==> src/rtl/tc_parade.sv <==
// tc_parade: two-street traffic-light controller with a latched parade mode.
// Street A and street B each get a one-hot {red, yellow, green} lamp. A mode
// bit, set by P and cleared by R, holds street B green while a parade runs.
module tc_parade #(
    parameter int unsigned YELLOW_CYCLES = 5
) (
    input  logic       CLK,
    input  logic       RESET,
    input  logic       P,
    input  logic       R,
    input  logic       T_A,
    input  logic       T_B,
    output logic [2:0] L_A,
    output logic [2:0] L_B
);

    typedef enum logic [1:0] {
        SA_GREEN  = 2'd0,
        SA_YELLOW = 2'd1,
        SB_GREEN  = 2'd2,
        SB_YELLOW = 2'd3
    } state_t;

    localparam logic [2:0] LAMP_GREEN  = 3'b001;
    localparam logic [2:0] LAMP_YELLOW = 3'b010;
    localparam logic [2:0] LAMP_RED    = 3'b100;

    // Counter value on the final cycle of a yellow phase; the counter starts
    // at zero on yellow entry, so this is the phase length minus one.
    localparam logic [7:0] YEL_LAST = 8'(YELLOW_CYCLES - 1);

    state_t     state_q, state_d;
    logic [7:0] cnt_q, cnt_d;
    logic       mode_q, mode_d;

    // State register for both FSMs and the yellow counter; reset wins over all inputs.
    always_ff @(posedge CLK) begin
        if (RESET) begin
            state_q <= SA_GREEN;
            cnt_q   <= 8'd0;
            mode_q  <= 1'b0;
        end else begin
            state_q <= state_d;
            cnt_q   <= cnt_d;
            mode_q  <= mode_d;
        end
    end

    // Mode FSM next state: release beats request when both are asserted.
    always_comb begin
        mode_d = mode_q;
        if (R) begin
            mode_d = 1'b0;
        end else if (P) begin
            mode_d = 1'b1;
        end
    end

    // Lights FSM next state; uses the registered mode so P/R act one cycle late.
    always_comb begin
        state_d = state_q;
        cnt_d   = cnt_q;
        case (state_q)
            SA_GREEN: begin
                if (!T_A) begin
                    state_d = SA_YELLOW;
                    cnt_d   = 8'd0;
                end
            end
            SA_YELLOW: begin
                // An in-progress yellow always completes, even in parade mode.
                if (cnt_q == YEL_LAST) begin
                    state_d = SB_GREEN;
                end else begin
                    cnt_d = cnt_q + 8'd1;
                end
            end
            SB_GREEN: begin
                // Parade mode pins street B green regardless of B traffic.
                if (!T_B && !mode_q) begin
                    state_d = SB_YELLOW;
                    cnt_d   = 8'd0;
                end
            end
            SB_YELLOW: begin
                if (cnt_q == YEL_LAST) begin
                    state_d = SA_GREEN;
                end else begin
                    cnt_d = cnt_q + 8'd1;
                end
            end
            default: begin
                state_d = SA_GREEN;
                cnt_d   = 8'd0;
            end
        endcase
    end

    // Moore lamp decode; every state keeps at least one head red.
    always_comb begin
        L_A = LAMP_RED;
        L_B = LAMP_RED;
        case (state_q)
            SA_GREEN:  begin L_A = LAMP_GREEN;  L_B = LAMP_RED;    end
            SA_YELLOW: begin L_A = LAMP_YELLOW; L_B = LAMP_RED;    end
            SB_GREEN:  begin L_A = LAMP_RED;    L_B = LAMP_GREEN;  end
            SB_YELLOW: begin L_A = LAMP_RED;    L_B = LAMP_YELLOW; end
            default:   begin L_A = LAMP_RED;    L_B = LAMP_RED;    end
        endcase
    end

endmodule

==> config.mk <==
export PLATFORM = sky130hd
export DESIGN_NAME = tc_parade
export DESIGN_NICKNAME = d
export VERILOG_FILES = /design/src/rtl/tc_parade.sv
export SDC_FILE = /design/constraint.sdc
export NUM_CORES = 1
export LEC_CHECK = 0
export BUFFER_PORTS_ARGS = -buffer_cell sky130_fd_sc_hd__buf_2
export CORE_MARGIN = 2
export CORE_UTILIZATION = 47
export DETAILED_ROUTE_END_ITERATION = 7
export HOLD_SLACK_MARGIN = 0.02
export PLACE_DENSITY = 0.77
export SLEW_MARGIN = 10
export SYNTH_ARGS = -nofsm -noshare
export SYNTH_HDL_FRONTEND = slang
export SYNTH_SLANG_ARGS = --single-unit
==> constraint.sdc <==
create_clock -name CLK -period 1.85 [get_ports CLK]
set_input_delay 0.37 -clock CLK [delete_from_list [all_inputs] [get_ports CLK]]
set_output_delay 0.37 -clock CLK [all_outputs]
set_load 0.05 [all_outputs]
==> impl_metrics.json <==
{
  "r2r_end": "state_q[0]",
  "slew_viol_final": 0,
  "num_rows": 13,
  "syn_avg_cell_area_um2": 8.627,
  "ys_ff_latch": 11,
  "vias": 598,
  "ys_warn_count": 0,
  "n_antenna_cell": 0,
  "syn_nets": 89,
  "hold_violations": 0,
  "syn_area_um2": 655.6,
  "die_h_um": 41.35,
  "grt_max_degree": 9,
  "path_delay_family": "simple AND/OR/NAND/NOR gates",
  "totalWireLength_um": 1376,
  "clock_latency_ps": 270,
  "async_flop_share_pct": 0,
  "fmax_mhz": 555.7,
  "gp_congestion": 0.8703,
  "yosysUniqueCellTypes": 26,
  "cp_data_required_time_ps": 2050,
  "antenna_found_initial": 0,
  "ant_nets": 0,
  "ir_drop_mv": 0.7637,
  "slowest_stage": "or4b_4",
  "synth_edf_count": 0,
  "crit_chain": "inv_1, ha_1, or4b_4, o22a_4, or3_1, a21oi_1",
  "final_core_util_pct": 60.48,
  "regToRegSetupSlack_ps": 50,
  "gr-total-overflow": 0,
  "final_cells": 106,
  "r2r-start": "cnt_q[0]",
  "cp.arrival_ps": 2000,
  "root_buffer": "clkbuf_4",
  "tightest_slew_ps": 405.1,
  "path_buf_inv": 1,
  "areaGrowthSynthToFinish_pct": 20.04,
  "postCtsSetupRepairBufs": 0,
  "core_area_mm2": 0.001301,
  "crit_type": "flop to flop",
  "vias_per_cell": 5.642,
  "drc_errors": 0,
  "p_leak_nw": 0.3193,
  "dp.cells": 102,
  "die-area_mm2": 0.001710,
  "period_minus_slack_ps": 1800,
  "grt_pass1_wl_um": 2042,
  "io_buffers": 11,
  "rr_worst_depth": 6,
  "hpwlAfterDp_um": 1024,
  "max_stage_delay_ps": 480,
  "cts_buffers": 3,
  "slew-limit-headroom_pct": 72.93,
  "totalPowerFinal_mw": 1.107,
  "cap_violations": 0,
  "fin_area_um2": 787.0,
  "end_kind": "flop",
  "initial_core_util_pct": 50.38,
  "clock-skew-final_ps": 4.461,
  "rsz0062_at_grt": "true",
  "synth-seq-area-share_pct": 33.59,
  "place_area_um2": 752.0,
  "ys.flop_type": "dfxtp_1",
  "ios": 12,
  "firstDrtPassIters": 4,
  "powerDensity_mw_per_mm2": 1406,
  "finalSetupViolCount": 0,
  "nNetsFinal": 105,
  "holdPathStages": 2,
  "syn_inst": 76,
  "fin_crit_sh_pct": 97.27,
  "clockBufferDepth": 2,
  "drt_iter0_drc": 15,
  "htreeDepth": 1,
  "hp-class": "input pin to flop",
  "drive_above_1_share_pct": 27.47,
  "min_to": "mode_q",
  "grt_pass1_vias": 510,
  "hold_path.startpoint": "R",
  "cp_max_fo": 7,
  "start_kind": "flop",
  "grt_usage_pct": 19.04,
  "cts_tree": "yes",
  "detail_route.wl_per_cell_um": 12.98,
  "clk_pin_slew_ps": 70,
  "cts_sinks": 11,
  "outcome": "completed",
  "die-width_um": 41.35
}
registers in the layout (all words and copies together) (netlist names):
name     cells
state_q      2
cnt_q        8
mode_q       1
routing by layer:
metal  routed length [µm]  part of all wire (%)  vias up  GRT usage [%]
li1                     -                     -      301              -
met1                  652                    47      273          20.60
met2                  624                    45       20          31.64
met3                   71                   5.2        4          6.383
met4                   27                   2.0        0          12.10
met5                    0                     0        -              0
cell usage in the layout (no fill, tap or decap), types with 2 or more instances in the layout:
| master | n |
|---|---|
| o21ai_1 | 3 |
| and3_1 | 2 |
| nand4_1 | 2 |
| inv_1 | 5 |
| nand2_1 | 5 |
| buf_2 | 10 |
| o21ai_0 | 3 |
| nor2_4 | 2 |
| ha_1 | 6 |
| and2_1 | 2 |
| or3_1 | 4 |
| xor2_1 | 2 |
| nor2_1 | 5 |
| a21oi_1 | 6 |
| buf_4 | 2 |
| clkbuf_4 | 3 |
| nand3_1 | 3 |
| dfxtp_1 | 10 |
stage by stage:
step	hold slack [ps]	worst slack [ps]	setup TNS [ps]
after floorplan	446.8	2.413	0
after global placement	467.6	87.91	0
after detailed placement	482.7	28.58	0
after CTS	251.1	10.48	0
after global routing	252.0	-10.86	-10.86
final	255.0	50.42	0
area by class of cell:
| cell class | count | area (µm²) |
|---|---|---|
| Inverter | 5 | 18.77 |
| Clock buffer | 4 | 26.28 |
| Timing Repair Buffer | 12 | 65.06 |
| Sequential cell | 11 | 221.5 |
| Tap cell | 15 | 18.77 |
| Fill cell | 123 | 514.2 |
| Multi-Input combinational cell | 59 | 436.7 |
where the power goes:
| part | leakage, nW | internal [mW] | switching, mW |
|---|---|---|---|
| Combinational | 0.215 | 0.209 | 0.438 |
| Clock | 0.0150 | 0.0836 | 0.0829 |
| Sequential | 0.0897 | 0.266 | 0.0275 |
cells by family (layout without fill, tap and decap cells):
group / after synthesis / after routing / synth area share (%)
compound gates: 19 / 19 / 21.38
fa+ha+maj: 7 / 7 / 13.36
simple gates: 31 / 31 / 25.57
buf+inv: 6 / 21 / 3.435
xor+xnor: 2 / 2 / 2.672
flops: 11 / 11 / 33.59
synth_stat cells (2+ instances only):
cell type  instances  area (µm²)
ha_1               7       87.58
nor2_1             8       30.03
nand2_1            5       18.77
a21oi_1            6       30.03
nand4_1            2       12.51
and3_1             2       12.51
nand3_1            3       15.01
dfxtp_1           11       220.2
o21ai_0            6       30.03
xor2_1             2       17.52
or3_1              4       25.02
inv_1              5       18.77
and2_1             2       12.51
timing repair:
item	4_1_cts	5_1_grt
endpoints found under the setup margin	0	6
hold buffers	0	0
gates resized for setup	0	8
worst max-delay path by stage:
stage | slack [ps] | start | endpoint | depth (start not counted)
floorplan | 2 | state_q[0] | L_A[2] | 4
global placement | 90 | cnt_q[0] | state_q[0] | 6
detailed placement | 30 | cnt_q[0] | state_q[0] | 6
CTS | 10 | cnt_q[0] | state_q[0] | 6
global route | -10 | cnt_q[0] | cnt_q[7] | 6
finish | 50 | cnt_q[0] | state_q[0] | 6
worst reg2reg max path, delay by kind of cell, from the launching register on:
kind / cells / cell delay [ps]
and+or+nand+nor: 2 / 830
buffers and inverters: 1 / 80
AOI/OAI and AO/OA: 2 / 360
DFF: 1 / 330
adders and majority gates: 1 / 130
(Power assumes the default switching activity.)
